<file path="src/rtl/icache_refill_ctrl.sv">
`default_nettype none
// ============================================================================
//  Module      : icache_refill_ctrl
//  Description : Instruction-cache line refill controller. Writes one cache
//                line (2^LINE_WORDS_W words, word 0 first) from the memory
//                beat stream into the data RAM. CPU reads share the single
//                RAM port; refill writes win. A CPU read to the line being
//                filled is granted only once its word has been written.
//  Revision    : 1.0 - initial release
// ============================================================================
module icache_refill_ctrl #(
    parameter int LINE_WORDS_W = 3
) (
    input  logic                     clk_i,
    input  logic                     rst_i,          // active-low, asynchronous
    // CPU fetch port
    input  logic                     cpu_rd_i,
    input  logic [9:0]               cpu_addr_i,
    output logic                     cpu_grant_o,
    // refill request
    input  logic                     refill_req_i,
    input  logic [9-LINE_WORDS_W:0]  refill_line_i,
    output logic                     refill_busy_o,
    output logic                     refill_done_o,
    // memory beat stream
    input  logic                     mem_valid_i,
    input  logic [31:0]              mem_data_i,
    output logic                     mem_ready_o,
    // data RAM port
    output logic [9:0]               ram_addr_o,
    output logic [31:0]              ram_data_o,
    output logic                     ram_wr_o
);

    localparam int c_WORDS  = 1 << LINE_WORDS_W;
    localparam int c_LINE_W = 10 - LINE_WORDS_W;
    localparam logic [LINE_WORDS_W-1:0] c_LAST_WORD = '1;

    typedef enum logic [1:0] {
        IDLE = 2'd0,
        FILL = 2'd1,
        DONE = 2'd2
    } state_t;

    state_t                  r_state;
    logic [c_LINE_W-1:0]     r_line;
    logic [LINE_WORDS_W-1:0] r_count;
    logic [c_WORDS-1:0]      r_mask;

    logic                    w_fill;
    logic                    w_beat;
    logic [c_LINE_W-1:0]     w_cpu_line;
    logic [LINE_WORDS_W-1:0] w_cpu_word;
    logic                    w_rd_safe;

    assign w_fill     = (r_state == FILL);
    assign w_beat     = w_fill & mem_valid_i;
    assign w_cpu_line = cpu_addr_i[9:LINE_WORDS_W];
    assign w_cpu_word = cpu_addr_i[LINE_WORDS_W-1:0];

    // A CPU read is safe unless it targets a not-yet-written word of the line in flight
    assign w_rd_safe  = !w_fill || (w_cpu_line != r_line) || r_mask[w_cpu_word];

    // RAM port steering: a refill beat owns the port, otherwise the CPU address passes through
    always_comb begin
        ram_wr_o    = w_beat;
        ram_addr_o  = w_beat ? {r_line, r_count} : cpu_addr_i;
        ram_data_o  = w_beat ? mem_data_i : 32'h0;
        // rst_i gating keeps the grant low while reset is held, whatever cpu_rd_i does
        cpu_grant_o = rst_i & cpu_rd_i & ~w_beat & w_rd_safe;
    end

    assign mem_ready_o   = w_fill;
    assign refill_busy_o = w_fill;
    assign refill_done_o = (r_state == DONE);

    // Refill sequencing: accept in IDLE, count beats in FILL, one-cycle DONE pulse
    always_ff @(posedge clk_i or negedge rst_i) begin
        if (!rst_i) begin
            r_state <= IDLE;
            r_line  <= '0;
            r_count <= '0;
            r_mask  <= '0;
        end else begin
            case (r_state)
                IDLE: begin
                    if (refill_req_i) begin
                        r_line  <= refill_line_i;
                        r_count <= '0;
                        r_mask  <= '0;
                        r_state <= FILL;
                    end
                end
                FILL: begin
                    if (mem_valid_i) begin
                        r_mask[r_count] <= 1'b1;
                        r_count         <= r_count + 1'b1;   // wraps to 0 after the last word
                        if (r_count == c_LAST_WORD) begin
                            r_state <= DONE;
                        end
                    end
                end
                DONE: begin
                    r_state <= IDLE;
                end
                default: begin
                    r_state <= IDLE;
                end
            endcase
        end
    end

endmodule
`default_nettype wire

</file>
<file path="config.mk">
export PLATFORM = sky130hd
export DESIGN_NAME = icache_refill_ctrl
export DESIGN_NICKNAME = d
export VERILOG_FILES = /design/src/rtl/icache_refill_ctrl.sv
export SDC_FILE = /design/constraint.sdc
export NUM_CORES = 1
export LEC_CHECK = 0
export CAP_MARGIN = 0
export CORE_MARGIN = 3
export CORE_UTILIZATION = 31
export CTS_BUF_LIST = sky130_fd_sc_hd__clkbuf_4 sky130_fd_sc_hd__clkbuf_8 sky130_fd_sc_hd__clkbuf_16
export DETAILED_ROUTE_END_ITERATION = 12
export PLACE_DENSITY = 0.83
export SLEW_MARGIN = 20
export SYNTH_ARGS = -nofsm -noshare
export SYNTH_HDL_FRONTEND = slang
export SYNTH_SLANG_ARGS = --single-unit
</file>
<file path="constraint.sdc">
create_clock -name clk_i -period 1.4 [get_ports clk_i]
set_input_delay 0.14 -clock clk_i [delete_from_list [all_inputs] [get_ports clk_i]]
set_output_delay 0.14 -clock clk_i [all_outputs]
set_load 0.01 [all_outputs]
</file>
==> results of run 1 <==
repair_timing:
| action | CTS | global route |
|---|---|---|
| cloned | 3 | 0 |
| gates resized for setup | 217 | 40 |
| hold endpoints to repair | 0 | 0 |
| setup endpoints to repair | 53 | 66 |
| pin swaps | 12 | 7 |
| setup buffers | 12 | 8 |
worst reg2reg max path, stage by stage, from the launching register on:
cell and delay [ns]:
dfrtp_2 0.43, nor2b_4 0.15, buf_4 0.14, buf_6 0.11
buf_6 0.12, buf_12 0.13, buf_4 0.13, buf_6 0.11
and3_1 0.17
worst max-delay path by stage:
stage / startpoint / end / slack, ns / cells past startpoint
6_report: r_state[1] / cpu_grant_o / -0.46 / 6
5_1_grt: r_state[1] / cpu_grant_o / -0.54 / 6
4_1_cts: r_state[1] / cpu_grant_o / -0.44 / 6
3_5_place_dp: cpu_addr_i[1] / cpu_grant_o / -0.83 / 5
3_3_place_gp: cpu_addr_i[1] / cpu_grant_o / -0.84 / 5
2_1_floorplan: r_mask[7] / cpu_grant_o / -0.03 / 3
cells by family after synthesis:
kind of cell | after synthesis | synth area share [%]
AO/OA/AOI/OAI | 16 | 9.53
XOR/XNOR | 7 | 4.45
adder cells (fa/ha/maj) | 2 | 1.81
buffers and inverters | 15 | 5.35
flip-flops | 20 | 36.3
multiplexers | 20 | 18.0
AND/OR/NAND/NOR | 57 | 24.6
power by group:
group          switching (mW)  total, mW  internal, mW
logic                    1.47       3.84          2.37
clock network           0.230      0.613         0.383
registers               0.217       1.05         0.834
total                    1.92       5.50          3.58
per-layer routing:
metal / share of wire (%) / vias to the layer above / track usage (%)
li1: - / 776 / -
met4: 2.2 / 0 / 9.63
met5: 0 / - / 0
met1: 41 / 787 / 23.7
met3: 4.9 / 9 / 3.99
met2: 52 / 57 / 33.1
metrics by stage:
stage               hold WS (ns)  std cells  power [mW]  cell area (sq um)  TNS [ns]
floorplan                 -0.156        137        2.38               1420    -0.118
global placement           0.508        304        3.68               2640    -20.37
CTS                        0.253        322        5.13               2950    -13.45
finish                     0.245        326        5.50               3090    -15.88
global route               0.270        326        5.79               3090    -18.60
detailed placement         0.499        304        3.72               2640    -21.71
cells in the mapped netlist:
| library cell | count |
|---|---|
| and2_1 | 1 |
| nor2b_1 | 5 |
| nor3_1 | 1 |
| o21bai_1 | 1 |
| a22o_1 | 4 |
| xnor2_1 | 7 |
| a31oi_1 | 4 |
| ha_1 | 2 |
| a21o_1 | 1 |
| nor2b_4 | 1 |
| buf_4 | 2 |
| buf_2 | 2 |
| a41oi_1 | 1 |
| nor2_1 | 9 |
| nor3b_2 | 1 |
| nand2_1 | 3 |
| mux4_2 | 2 |
| buf_6 | 1 |
| and3_1 | 34 |
| dfrtp_1 | 20 |
| inv_1 | 2 |
| mux2_2 | 18 |
| nand4_1 | 2 |
| clkbuf_1 | 8 |
| o21ai_0 | 1 |
| a21oi_1 | 3 |
| a2111oi_4 | 1 |
state kept, by name, summed over array words and instances (netlist names):
signal and flops:
r_mask 8, r_line 7, r_state 2, r_count 3
cell type report:
class                      count  area, sq um
timing repair buffer         148         1450
fill                         270         1060
multi-input combinational    102          997
sequential                    20          504
tap                           50         62.6
clock buffer                   3         41.3
clock inverter                 1         30.0
inverter                       2         7.51
==> reports/metrics.yaml, run 1 <==
status: "finished with violations"
violations: "setup timing"
cp.required_ns: 1.26
cpMaxStageDelayCell: "dfrtp_1"
yosys.cell_types.count: 27
syn2layout_area_growth_pct: 124
critPathLaunchType: "register"
layout_commonest_cell: "clkdlybuf4s50_1"
clockBufferDepth: 2
path_clk_slew_ns: 0.09
rsz0062_at_grt: "true"
grt_max_degree: 39
hold_class: "in2async"
antenna_found_initial: 0
rrSetupSlack_ns: -0.18
min_period_ns: 1.86
critPathMaxStageDelay_ns: 0.42
die_area_sq_mm: 0.00528
crit_path_end_kind: "output port"
synth_warnings: 0
drc: 0
vias: 1629
synth_cells: 137
ir_drop_v: 0.000889
path_max_fanout: 4
cts-htree-levels: 1
syn_area_sq_mm: 0.00138
gp_congestion: 0.812
synth_area_per_cell_sq_um: 10.1
clk_latency_ns: 0.28
tightestPinTransition_ns: 0.326
slew_violations: 0
ios: 101
drtAntennaViolNets: 0
synth_top_area_share_pct: 36.3
synth_area_leaders: "dfrtp_1, and3_1, mux2_2"
numPortBuffers: 100
layout_common_cells: "clkdlybuf4s50_1, buf_6, buf_4"
relSlewSlack_pct: 78.2
post-route-period-util_pct: 133
fp.coreArea_sq_mm: 0.00414
finalWirelength_um: 5670
timing.final.ws_setup_ns: -0.459
cap_viol_max_count: 0
drt_first_iter_violations: 94
fin_nets: 333
grt_pass1_vias: 1654
r2r_cells: 8
firstDrtPassIters: 4
cts_sinks: 20
worst-setup-path-type: "reg2out"
synth-seq-cells: 20
cts_hold_buf: 0
ys_seq_area_share_pct: 36.3
diodes: 0
worst_r2r_endpoint: "r_state[1]"
powerDensity_mw_per_mm2: 1780
post-place-ws_ns: -0.832
grtUsageTotal_pct: 19.6
grt_remaining_overflow: 0
fmax_mhz: 538
wire_per_inst_um: 17.4
cts_tree: "done"
root_buffer: "clkbuf_8"
initial_core_util_pct: 33.3
arrival_ns: 1.72
grt_pass1_wl_um: 7980
numCtsBuffers: 3
fp.dieH_um: 72.7
hpwlAfterDp_um: 3340
final-hold-violation-count: 0
rr_startpoint: "r_state[0]"
drive_above_1_share_pct: 52.9
path_cells: "nor2b_4, buf_6, nand4_1, a2111oi_4, nor3_2, buf_2"
synth_nets: 193
p_leak_nw: 1.47
via_per_inst: 5.00
fin_skew_ns: 0.00799
final_util_pct: 74.5
path_buf_inv: 2
yosysTopAreaCell: "dfrtp_1"
setup_viol: 59
row_count: 23
die-width_um: 72.7
critical-path-top-delay-family: "flip-flops"
Power figures use the tool's default switching activity.
==> run 2, diff against run 1 <==
--- a/config.mk
+++ b/config.mk
@@ -12,4 +12,5 @@
 export DETAILED_ROUTE_END_ITERATION = 12
 export PLACE_DENSITY = 0.83
+export SKIP_CTS_REPAIR_TIMING = 1
 export SLEW_MARGIN = 20
 export SYNTH_ARGS = -nofsm -noshare
==> constraint.sdc (replaced) <==
create_clock -name clk_i -period 1.4 [get_ports clk_i]
set_input_delay 0.28 -clock clk_i [delete_from_list [all_inputs] [get_ports clk_i]]
set_output_delay 0.28 -clock clk_i [all_outputs]
set_load 0.01 [all_outputs]
==> run 2 against run 1 <==
The run still ends with setup timing left. Final cell count down 5.2%. Critical path depth is 1 lower. Core utilization decreased by 10 points. Die area is the same. Final area shrank 14%. Register-to-register slack improved by 0.05 ns. Setup slack got worse by 0.15 ns. First-iteration DRC count shrank 66%. Non-clock buffer count shrank 17. Wire length fell by 9.0%. Clock power shrank 26%. Global-route usage decreased by 3.4 points.
==> reports/metrics.yaml, run 2 (synthesis gave the netlist of run 1 again) <==
numCtsBuffers: 3
totalNegativeSetupSlack_ns: -14.11
critPathLaunchType: "register"
rr_startpoint: "r_state[1]"
layout_commonest_cell: "clkdlybuf4s50_1"
arrival_ns: 1.73
p_leak_nw: 1.38
crit_path_end_kind: "output port"
cts_sinks: 20
fmax_mhz: 498
critical-path-top-delay-family: "multiplexers"
antenna_found_initial: 0
critPathMaxStageDelay_ns: 0.49
use_met2_pct: 27.1
path_clk_slew_ns: 0.08
clk_latency_ns: 0.26
rrSetupSlack_ns: -0.13
tightestPinTransition_ns: 0.285
violations: "setup timing"
r2r_cells: 5
grt_pass1_wl_um: 6800
wire_per_inst_um: 16.7
fin_total_pwr_mw: 4.34
fp.dieH_um: 72.7
die_area_sq_mm: 0.00528
finalWirelength_um: 5160
ir_drop_v: 0.000650
vias: 1495
die-width_um: 72.7
slew_violations: 0
initial_core_util_pct: 33.3
numPortBuffers: 100
drc: 0
top_regs: "r_mask: 8 flops, r_line: 7 flops, r_count: 3 flops"
setup_viol: 65
rsz0062_at_grt: "true"
gp_congestion: 0.875
worst_r2r_endpoint: "r_line[2]"
grt_remaining_overflow: 0
path_max_fanout: 2
cp.required_ns: 1.12
status: "finished with violations"
min_period_ns: 2.01
cpMaxStageDelayCell: "mux4_2"
fp.coreArea_sq_mm: 0.00414
fin_nets: 316
row_count: 23
fin_skew_ns: 0.00554
path_cells: "mux4_2, nor2b_4, a2111oi_4, nor3_2, clkbuf_2"
grt_pass1_vias: 1438
hpwlAfterDp_um: 3480
drive_above_1_share_pct: 42.5
hold_class: "in2async"
ios: 101
layout_common_cells: "clkdlybuf4s50_1, and3_1, buf_2, buf_4, dfrtp_1"
grt_max_degree: 39
drtAntennaViolNets: 0
powerDensity_mw_per_mm2: 1630
met1_usage_pct: 20.5
root_buffer: "clkbuf_8"
path_buf_inv: 1
final-hold-violation-count: 0
post-route-period-util_pct: 144
crit_cells: 5
drt_first_iter_violations: 32
syn2layout_area_growth_pct: 93.0
regMostFlops: "r_mask"
use_met3_pct: 2.75
diodes: 0
cts-htree-levels: 1
clockBufferDepth: 2
whs_ns: 0.461
firstDrtPassIters: 4
worst-setup-path-type: "reg2out"
via_per_inst: 4.84
cap_viol_max_count: 0
cts_tree: "done"
timing.final.ws_setup_ns: -0.609
relSlewSlack_pct: 81.0
grt-busiest-layer: "met2"
largest_reg_flops: 8
final_util_pct: 64.2
grtUsageTotal_pct: 16.2
run 2: cell types whose count changed in the layout (fill, tap and decap cells not counted), moves of 8 or more:
cell	previous run	this run
and3_1	24	34
clkbuf_2	1	15
and3_4	10	0
buf_2	13	23
clkdlybuf4s15_2	11	0
buf_4	31	23
buf_6	34	12
run 2: final cells by class:
type | count | area (sq um)
clock buffer | 4 | 55.1
inverter | 2 | 7.51
sequential | 20 | 500
multi-input combinational | 102 | 905
fill | 308 | 1480
tap | 50 | 62.6
timing repair buffer | 131 | 1130
run 2: how the worst max path moves through the flow:
stage / slack [ns] / from / to
2_1_floorplan: -0.17 / r_mask[7] / cpu_grant_o
3_3_place_gp: -1.19 / cpu_addr_i[1] / cpu_grant_o
3_5_place_dp: -1.20 / cpu_addr_i[1] / cpu_grant_o
4_1_cts: -1.22 / cpu_addr_i[1] / cpu_grant_o
5_1_grt: -0.67 / r_mask[3] / cpu_grant_o
6_report: -0.61 / r_mask[3] / cpu_grant_o
run 2: power by group:
part	total (mW)	switching, mW	internal [mW]
registers	1.01	0.184	0.826
clock network	0.452	0.201	0.251
logic	2.88	1.20	1.68
total	4.34	1.59	2.76
run 2: per-layer routing:
metal	up-vias	share of wire, %
met5	-	0
met4	0	2.0
met3	9	5.0
met2	42	53
met1	706	40
li1	738	-
run 2: metrics by stage:
step	instances	area, sq um	worst slack [ns]
2_1_floorplan	137	1430	-0.173
3_3_place_gp	298	2610	-1.19
3_5_place_dp	298	2610	-1.20
4_1_cts	302	2660	-1.22
5_1_grt	309	2660	-0.670
6_report	309	2660	-0.609
==> variant: new RTL, settings of run 1 <==
`LINE_WORDS_W`: 3 -> 4.
--- a/src/rtl/icache_refill_ctrl.sv
+++ b/src/rtl/icache_refill_ctrl.sv
@@ -10,5 +10,5 @@
 // ============================================================================
 module icache_refill_ctrl #(
-    parameter int LINE_WORDS_W = 3
+    parameter int LINE_WORDS_W = 4
 ) (
     input  logic                     clk_i,
Interface: changed (resized refill_line_i); port bits go from 101 to 100. No check against the original RTL was run, so the function may have changed too.
==> variant against run 1 <==
The flow still finishes with violations (setup timing). Synthesized cell count is 24% higher. Area after synthesis is 26% higher. Utilization is 9.6 points lower. Sequential cell count is 8 higher. Sequential share of layout area is 4.2 points higher. Total power is 1.6% lower. Die area is 24% higher. Wire length is 9.7% higher. Sequential power is 38% higher. First-iteration DRC count is 43% lower. Combinational power is 8.1% lower. Setup slack better by 0.012 ns. Final area is 11% higher. Largest cell class unchanged. Highest routed layer unchanged.
==> variant: results (changes against run 1) <==
[status]
outcome=complete, but fails checks  ; unchanged
violations=setup timing  ; unchanged

[timing]
layout_setup_ws_ns=-0.447  ; was -0.459 ns
worstMarginPinSlew_ns=0.359  ; was 0.326 ns
setup_viol=59  ; unchanged
finalClockSkew_ns=0.00457  ; was 0.00799 ns
final.setup.tns_ns=-15.46  ; was -15.88 ns

[power]
power_frac_clock_pct=8.1  ; was 11.1%
p_leak_nw=1.60  ; was 1.47 nW
p_sw_mw=1.91  ; was 1.92 mW
powerComb_mw=3.53  ; was 3.84 mW

[final_layout]
drive_gt1_share_pct=48.7  ; was 52.9%
nNetsFinal=357  ; was 333
reg_top3=r_mask x16, r_line x6, r_count x4  ; was r_mask x8, r_line x7, r_count x3
nFillCells=407  ; was 270
stdcell_count=368  ; was 326

[logic_synthesis]
synthTopCellsByArea=dfrtp_1 (40%), and2_1 (12%), mux2_2 (11%), mux4_1 (6.0%), a31oi_1 (4.7%)  ; was dfrtp_1 (36%), and3_1 (15%), mux2_2 (15%), xnor2_1 (4.4%), mux4_2 (3.3%)
synth_xor_xnor_area_share_pct=3.52  ; was 4.45%
synth_adder_area_share_pct=2.87  ; was 1.81%
synth_cells=170  ; was 137
synth_top_area_share_pct=40.2  ; was 36.3%
ys_types=31  ; was 27
ys_seq_area_share_pct=40.2  ; was 36.3%
synth_compound_area_share_pct=8.90  ; was 9.53%

[grt]
grt_pass1_vias=1791  ; was 1654
use_met3_pct=5.76  ; was 3.99%
use_met2_pct=30.0  ; was 33.1%
grt_max_degree=29  ; was 39
track_usage_pct=17.0  ; was 19.6%
use_met1_pct=20.1  ; was 23.7%

[setup_path]
slowest_delay_ns=0.48  ; was 0.42 ns
cp_max_fo=2  ; was 4
rr_startpoint=r_state[1]  ; was r_state[0]
crit_family=multiplexers  ; was flip-flops
cp_slowest_cell=mux4_2  ; was dfrtp_1
critPathLaunch=r_mask[15]  ; was r_state[1]
r2r_end=r_count[3]  ; was r_state[1]
ff2ff_path_depth=7  ; was 8

[min_path]
hp-class=input pin to asynchronous set/reset pin  ; unchanged

[placement]
place_area_sq_um=2930  ; was 2640 sq um
numPortBuffers=99  ; was 100
place_congestion=0.818  ; was 0.812
post-place-ws_ns=-1.03  ; was -0.832 ns
dp_hpwl_um=4100  ; was 3340 um

[detailed_routing]
routedWlPerCell_um=16.9  ; was 17.4 um
routed_via_density=4.87  ; was 5.00
wl_met1_um=2450  ; was 2300 um
met3_length_um=639  ; was 276 um

[cts]
post-cts-setup-buffers=10  ; was 12
post_cts_resized=222  ; was 217

==> variant: cell types whose count changed in the layout (fill, tap and decap cells not counted), sizes merged, moves of 3 or more <==
cell | before | now
and3 | 34 | 1
nor2 | 9 | 21
a31oi | 4 | 13
clkdlybuf4s15 | 11 | 1
dfrtp | 20 | 28
buf | 83 | 80
and2 | 1 | 33
==> variant: area by class of cell <==
type                    count  area, sq um  share of cell area (%)
flip-flops and latches     28          703                    20.6
clock buffers               3         41.3                    1.21
repair buffers            136         1430                    41.8
multi-input cells         129         1150                    33.6
well taps                  70         87.6                    2.56
inverters                   2         7.51                   0.220
==> variant: worst min-delay path by stage <==
stage	end	slack [ns]
final	r_state[0]	0.36
after floorplan	r_count[0]	-0.16
after detailed placement	r_mask[8]	0.48
after CTS	r_mask[13]	0.37
after global routing	r_line[0]	0.40
after global placement	r_mask[10]	0.47
